### config.mk
export PLATFORM = sky130hd
export DESIGN_NAME = regfile_seq
export DESIGN_NICKNAME = d
export VERILOG_FILES = /design/src/rtl/regfile_pkg.sv /design/src/rtl/regfile_alu.sv /design/src/rtl/regfile_seq.sv
export SDC_FILE = /design/constraint.sdc
export NUM_CORES = 1
export LEC_CHECK = 0
export CORE_UTILIZATION = 49
export CTS_BUF_LIST = sky130_fd_sc_hd__clkbuf_2
export CTS_CLUSTER_DIAMETER = 50
export DETAILED_ROUTE_END_ITERATION = 12
export PLACE_DENSITY = 0.79
export SYNTH_ARGS = -nofsm -noshare
export SYNTH_HDL_FRONTEND = slang
export SYNTH_SLANG_ARGS = --single-unit
### constraint.sdc
create_clock -name clk -period 4.2 [get_ports clk]
set_input_delay 0.42 -clock clk [delete_from_list [all_inputs] [get_ports clk]]
set_output_delay 0.42 -clock clk [all_outputs]
set_load 0.02 [all_outputs]
### src/rtl/regfile_pkg.sv
// Shared types and sizes for the register-file sequencer.
// Opcodes, sequencer states and default widths live here.
package regfile_pkg;

   localparam int RF_DATA_W   = 32;
   localparam int RF_ADDR_W   = 5;
   localparam int RF_NUM_REGS = 2 ** RF_ADDR_W;

   typedef enum logic [2:0] {
      OP_ADD   = 3'd0,
      OP_SUB   = 3'd1,
      OP_AND   = 3'd2,
      OP_OR    = 3'd3,
      OP_XOR   = 3'd4,
      OP_LOADI = 3'd5,
      OP_MOV   = 3'd6,
      OP_RSVD  = 3'd7
   } rf_op_t;

   typedef enum logic [2:0] {
      ST_IDLE  = 3'd0,
      ST_READ  = 3'd1,
      ST_EXEC  = 3'd2,
      ST_WRITE = 3'd3,
      ST_SWEEP = 3'd4
   } rf_seq_state_t;

endpackage

### src/rtl/regfile_alu.sv
// Combinational result unit for register-to-register operations.
// Reserved opcode yields zero so the write-back stays well defined.
module regfile_alu
   import regfile_pkg::*;
#(
   parameter int DATA_W = RF_DATA_W
) (
   input  rf_op_t            op,
   input  logic [DATA_W-1:0] a,
   input  logic [DATA_W-1:0] b,
   input  logic [DATA_W-1:0] imm,
   output logic [DATA_W-1:0] result
);

   // Select the operation result; add/sub wrap with carry dropped.
   always_comb begin
      result = '0;
      case (op)
         OP_ADD:   result = a + b;
         OP_SUB:   result = a - b;
         OP_AND:   result = a & b;
         OP_OR:    result = a | b;
         OP_XOR:   result = a ^ b;
         OP_LOADI: result = imm;
         OP_MOV:   result = a;
         default:  result = '0;
      endcase
   end

endmodule

### src/rtl/regfile_seq.sv
// Command sequencer driving a 2R/1W register file.
// Runs read/exec/write per command and a zeroing sweep.
module regfile_seq
   import regfile_pkg::*;
#(
   parameter int DATA_W = RF_DATA_W,
   parameter int ADDR_W = RF_ADDR_W
) (
   input  logic              clk,
   input  logic              clr,
   input  logic              cmd_valid,
   output logic              cmd_ready,
   input  logic [2:0]        cmd_op,
   input  logic [ADDR_W-1:0] cmd_rd,
   input  logic [ADDR_W-1:0] cmd_rs1,
   input  logic [ADDR_W-1:0] cmd_rs2,
   input  logic [DATA_W-1:0] cmd_imm,
   input  logic              sweep_start,
   output logic [ADDR_W-1:0] rf_readaddr1,
   output logic [ADDR_W-1:0] rf_readaddr2,
   input  logic [DATA_W-1:0] rf_read1,
   input  logic [DATA_W-1:0] rf_read2,
   output logic [ADDR_W-1:0] rf_writeaddr,
   output logic [DATA_W-1:0] rf_write_data,
   output logic              rf_write_cntrl,
   output logic              rsp_valid,
   output logic [DATA_W-1:0] rsp_data,
   output logic              busy
);

   localparam int NUM_REGS = 2 ** ADDR_W;
   localparam logic [ADDR_W-1:0] LAST = ADDR_W'(NUM_REGS - 1);

   rf_seq_state_t     state;
   rf_seq_state_t     state_nxt;
   rf_op_t            op;
   logic [ADDR_W-1:0] rd;
   logic [ADDR_W-1:0] rs1;
   logic [ADDR_W-1:0] rs2;
   logic [DATA_W-1:0] imm;
   logic [DATA_W-1:0] opa;
   logic [DATA_W-1:0] opb;
   logic [DATA_W-1:0] result;
   logic [DATA_W-1:0] alu_res;
   logic [ADDR_W-1:0] cnt;

   regfile_alu #(
      .DATA_W (DATA_W)
   ) u_alu (
      .op     (op),
      .a      (opa),
      .b      (opb),
      .imm    (imm),
      .result (alu_res)
   );

   // State register.
   always_ff @(posedge clk or posedge clr) begin
      if (clr) state <= ST_IDLE;
      else     state <= state_nxt;
   end

   // Next-state decode; sweep request has priority over a command.
   always_comb begin
      state_nxt = state;
      case (state)
         ST_IDLE: begin
            if (sweep_start)    state_nxt = ST_SWEEP;
            else if (cmd_valid) state_nxt = ST_READ;
         end
         ST_READ:  state_nxt = ST_EXEC;
         ST_EXEC:  state_nxt = ST_WRITE;
         ST_WRITE: state_nxt = ST_IDLE;
         ST_SWEEP: begin
            if (cnt == LAST) state_nxt = ST_IDLE;
         end
         default:  state_nxt = ST_IDLE;
      endcase
   end

   // Command latch, operand capture, result and sweep counter.
   always_ff @(posedge clk or posedge clr) begin
      if (clr) begin
         op     <= OP_ADD;
         rd     <= '0;
         rs1    <= '0;
         rs2    <= '0;
         imm    <= '0;
         opa    <= '0;
         opb    <= '0;
         result <= '0;
         cnt    <= '0;
      end else begin
         case (state)
            ST_IDLE: begin
               if (sweep_start) begin
                  cnt <= '0;
               end else if (cmd_valid) begin
                  op  <= rf_op_t'(cmd_op);
                  rd  <= cmd_rd;
                  rs1 <= cmd_rs1;
                  rs2 <= cmd_rs2;
                  imm <= cmd_imm;
               end
            end
            ST_READ: begin
               opa <= rf_read1;
               opb <= rf_read2;
            end
            ST_EXEC:  result <= alu_res;
            ST_SWEEP: cnt <= cnt + 1'b1;
            default:  ;
         endcase
      end
   end

   // rs1/rs2 only change on accept, so they double as held read addresses.
   assign rf_readaddr1   = rs1;
   assign rf_readaddr2   = rs2;
   assign cmd_ready      = (state == ST_IDLE);
   assign busy           = (state != ST_IDLE);
   assign rsp_valid      = (state == ST_WRITE);
   assign rsp_data       = rsp_valid ? result : '0;
   assign rf_write_cntrl = (state == ST_WRITE) || (state == ST_SWEEP);
   assign rf_writeaddr   = (state == ST_SWEEP) ? cnt : rd;
   assign rf_write_data  = (state == ST_WRITE) ? result : '0;

endmodule

==> metrics.txt <==
# TYPE chip_impl_metric gauge
chip_impl_metric{name="finalHoldViolations",unit=""} 0
chip_impl_metric{name="fin_setup_tns",unit="ns"} 0
chip_impl_metric{name="drt-initial-drc-count",unit=""} 817
chip_impl_metric{name="wire_length_of_the_first_global_routing_pass",unit="um"} 49300
chip_impl_metric{name="synth-compound-area-share",unit=""} 0.197
chip_impl_metric{name="yosysSeqAreaShare",unit=""} 0.352
chip_impl_metric{name="clock_tree.buffer_depth",unit=""} 2
chip_impl_metric{name="grt_start_max_net_pins",unit=""} 155
chip_impl_metric{name="clock_sink_count",unit=""} 154
chip_impl_metric{name="synth.area.mux_share",unit=""} 0.0849
chip_impl_metric{name="worstPathMaxFanout",unit=""} 7
chip_impl_metric{name="cts_made_buffers",unit=""} 17
chip_impl_info{name="cts_root_buf",value="clkbuf_2"} 1
chip_impl_metric{name="number_of_flip_flops_and_latches_in_the_synthesized_netlist",unit=""} 154
chip_impl_metric{name="drt_pre_antenna_iters",unit=""} 7
chip_impl_metric{name="place.gp.congestion",unit=""} 0.978
chip_impl_metric{name="route.detailed.vias_per_inst",unit=""} 5.81
chip_impl_metric{name="post-route-util",unit=""} 0.605
chip_impl_metric{name="synth-adder-area-share",unit=""} 0.114
chip_impl_info{name="hold_class",value="in2reg"} 1
chip_impl_metric{name="clock-skew-final",unit="ns"} 0.0276
chip_impl_metric{name="insertedDiodeCount",unit=""} 0
chip_impl_metric{name="finalNetCount",unit=""} 1576
chip_impl_metric{name="detail-route-antenna-nets",unit=""} 0
chip_impl_metric{name="area_delta_synth_final",unit="%"} 20.7
chip_impl_metric{name="synth.cell_area",unit="um2"} 10900
chip_impl_metric{name="ir_worst_vdd",unit="mV"} 0.462
chip_impl_info{name="worst-setup-path-type",value="reg2reg"} 1
chip_impl_metric{name="floorplan.initialDensity",unit=""} 0.501
chip_impl_metric{name="worstSkewPairLatency",unit="ns"} 0.82
chip_impl_info{name="critical_path.endpoint_type",value="flip-flop"} 1
chip_impl_metric{name="remaining_drc_errors",unit=""} 0
chip_impl_metric{name="avgSynthCellArea",unit="um2"} 8.95
chip_impl_info{name="critPathMostFrequentCell",value="a21oi_2"} 1
chip_impl_metric{name="final.period_utilization",unit=""} 0.933
chip_impl_metric{name="post_synth_edffs",unit=""} 0
chip_impl_metric{name="die_h",unit="um"} 151
chip_impl_metric{name="max_freq",unit="MHz"} 255
chip_impl_info{name="yosysTopAreaCell",value="dfrtp_1"} 1
chip_impl_info{name="run_status",value="complete, no violations"} 1
chip_impl_metric{name="cts_max_level",unit=""} 4
chip_impl_metric{name="post_cts_buffers",unit=""} 0
chip_impl_metric{name="period_minus_slack",unit="ns"} 3.92
chip_impl_metric{name="grt_overflow",unit=""} 0
chip_impl_metric{name="drt_wl_total",unit="um"} 30900
chip_impl_metric{name="dr_total_vias",unit=""} 9598
chip_impl_info{name="synth_top_family_by_area",value="compound AO/OA/AOI/OAI gates"} 1
chip_impl_metric{name="yosys.area_share.simple",unit=""} 0.135
chip_impl_metric{name="post_synth_xor_area_fraction",unit=""} 0.0432
chip_impl_metric{name="slowest_delay",unit="ns"} 0.55
chip_impl_metric{name="cp_data_required_time",unit="ns"} 4.95
chip_impl_metric{name="netlist_instances",unit=""} 1222
chip_impl_metric{name="max_slew.worst_pin.slew",unit="ns"} 1.10
chip_impl_metric{name="timing.critical_path.buf_inv",unit=""} 0
chip_impl_metric{name="floorplan.die.width",unit="um"} 151
chip_impl_info{name="synth.top_cells.by_area",value="dfrtp_1, ha_1, mux2_2"} 1
chip_impl_metric{name="global_route.usage.total",unit=""} 0.279
chip_impl_metric{name="number_of_max_capacitance_violations_reported",unit=""} 0
chip_impl_metric{name="final-setup-viol-count",unit=""} 0
chip_impl_info{name="synth_top_flop_cell",value="dfrtp_1"} 1
chip_impl_info{name="layout_commonest_cell",value="clkdlybuf4s50_1"} 1
chip_impl_metric{name="fraction_of_layout_instances_using_a_drive_strength_above_1",unit=""} 0.109
chip_impl_metric{name="grt_antenna_before_repair",unit=""} 0
chip_impl_metric{name="asyncSetResetFlopFracSynth",unit=""} 1.00
chip_impl_metric{name="design.core.area",unit="um2"} 21800
chip_impl_metric{name="wl_per_cell",unit="um"} 18.7
chip_impl_metric{name="slew_violations",unit=""} 0
chip_impl_metric{name="place_hpwl",unit="um"} 22300
chip_impl_metric{name="number_of_global_route_vias_before_repair",unit=""} 9190
chip_impl_metric{name="holdBufCountCts",unit=""} 0
chip_impl_info{name="timing.critical_path.cells",value="or4_4, nor2_2, nand3_2, or2_1, o31ai_1, xnor2_1, ha_1, a21oi_1, o21ai_0, a2111oi_2, a21oi_2, a21oi_2, nor4_1, a311o_1"} 1
chip_impl_info{name="setup.worst_path.start_class",value="flip-flop"} 1
chip_impl_info{name="cts_tree",value="built"} 1
chip_impl_info{name="crit_family",value="compound AO/OA/AOI/OAI gates"} 1
chip_impl_info{name="layout.cells.most_common_list",value="clkdlybuf4s50_1, dfrtp_1, nand2_1"} 1
chip_impl_metric{name="timing.slew.headroom",unit=""} 0.265
chip_impl_metric{name="synthDistinctLibCells",unit=""} 76
chip_impl_metric{name="netlist.area_leader.share",unit=""} 0.352
chip_impl_metric{name="worst_setup_hold_path_clk_slew",unit="ns"} 0.28
chip_impl_metric{name="power_density",unit="nW/um2"} 902
chip_impl_metric{name="die_area",unit="um2"} 22900
chip_impl_metric{name="placement_rows",unit=""} 54
chip_impl_metric{name="timing.critical_path.arrival",unit="ns"} 4.66
chip_impl_metric{name="syn-num-nets",unit=""} 1439
chip_impl_info{name="crit_path_top_delay_cell",value="or4_4"} 1
chip_impl_metric{name="power_leakage",unit="nW"} 5.75
chip_impl_metric{name="place.port_buffers",unit=""} 200
chip_impl_info{name="grt_setup_unrepaired",value="no"} 1
chip_impl_metric{name="num_io_pins",unit=""} 201
chip_impl_metric{name="n_fill_cell",unit=""} 1871
chip_impl_metric{name="synth-warning-count",unit=""} 0
synthesized netlist by cell type, drive strengths merged, types with 3 or more instances:
cell / n
dfrtp: 154
nand2: 143
o21ai: 125
ha: 98
a21oi: 93
inv: 77
mux2: 70
nor2: 55
clkbuf: 54
buf: 47
xnor2: 45
and2: 37
a221oi: 24
mux2i: 14
a21o: 12
a211oi: 11
nand3: 11
and3: 10
o31ai: 10
nor2b: 9
xor2: 9
a31oi: 8
nor3: 8
o22ai: 8
a41oi: 7
nand2b: 7
a22oi: 6
o211ai: 6
o221ai: 6
nand4: 5
nor4: 5
o21a: 5
o21bai: 5
or2: 5
a32oi: 3
nor3b: 3
worst paths after layout:
check,from,slack [ns],depth (start not counted),to
worst max register to register,opb[15],0.28,14,result[27]
min in group asynchronous,clr,0.15,3,rf_readaddr2[3]
worst min-delay path,rf_read1[29],0.11,3,opa[29]
max in group asynchronous,clr,3.41,3,result[18]
worst max-delay path,opb[15],0.28,14,result[27]
worst min register to register,result[2],0.51,2,result[2]
cell families (layout without fill, tap and decap cells):
| kind of cell | after synthesis | in the layout |
|---|---|---|
| xor gates and xnor gates | 54 | 54 |
| and+or+nand+nor | 306 | 306 |
| AOI/OAI and AO/OA | 346 | 346 |
| buffers and inverters | 179 | 329 |
| muxes | 84 | 84 |
| adders and majority gates | 99 | 99 |
| DFF | 154 | 154 |
flip-flops by register name, summed over array words and instances (netlist names):
| signal | count |
|---|---|
| rf_readaddr2 | 5 |
| state | 3 |
| imm | 32 |
| rd | 5 |
| cnt | 5 |
| op | 3 |
| opb | 32 |
| result | 32 |
| opa | 32 |
| rf_readaddr1 | 5 |
layout make-up:
cell class	count	area (um2)	area share
sequential	154	3850	0.292
tap	280	350	0.0265
multi-input combinational	889	6300	0.477
inverter	77	293	0.0222
clock buffer	17	85.1	0.00644
clock inverter	15	150	0.0114
timing repair buffer	220	2160	0.164
tightest hold or removal path, delay by kind of cell:
kind	cells	cell delay (ns)
compound gates	1	0.06
buf+inv	1	0.40
simple gates	1	0.05
stage by stage:
step                      cells  hold WS (ns)  setup slack (ns)  power, W  cell area, um2
after floorplan            1222         0.442             0.587   0.00866           10900
after global placement     1620         0.459             0.326    0.0107           12900
after detailed placement   1620         0.467             0.282    0.0109           12900
after global routing       1652        0.0952            0.0102    0.0129           13200
final                      1652         0.113             0.280    0.0119           13200
after CTS                  1652        0.0820             0.234    0.0118           13200
repair_timing:
action / 4_1_cts / 5_1_grt
setup endpoints to repair: 0 / 7
gates resized for setup: 0 / 4
endpoints found under the hold margin: 0 / 0
routing by layer:
metal / wire length [um] / vias to the layer above / track usage
met1: 14300 / 4626 / 0.403
met5: 0 / - / 0
met4: 625 / 0 / 0.0785
li1: - / 4535 / -
met3: 2110 / 45 / 0.0470
met2: 13900 / 392 / 0.428
where the power goes:
| part | internal (W) | switching (W) | total [W] |
|---|---|---|---|
| Clock | 0.000194 | 0.000671 | 0.000865 |
| Combinational | 0.00341 | 0.00473 | 0.00814 |
| Sequential | 0.00220 | 0.000699 | 0.00290 |
| Total | 0.00580 | 0.00610 | 0.0119 |
Power figures use the tool's default switching activity.
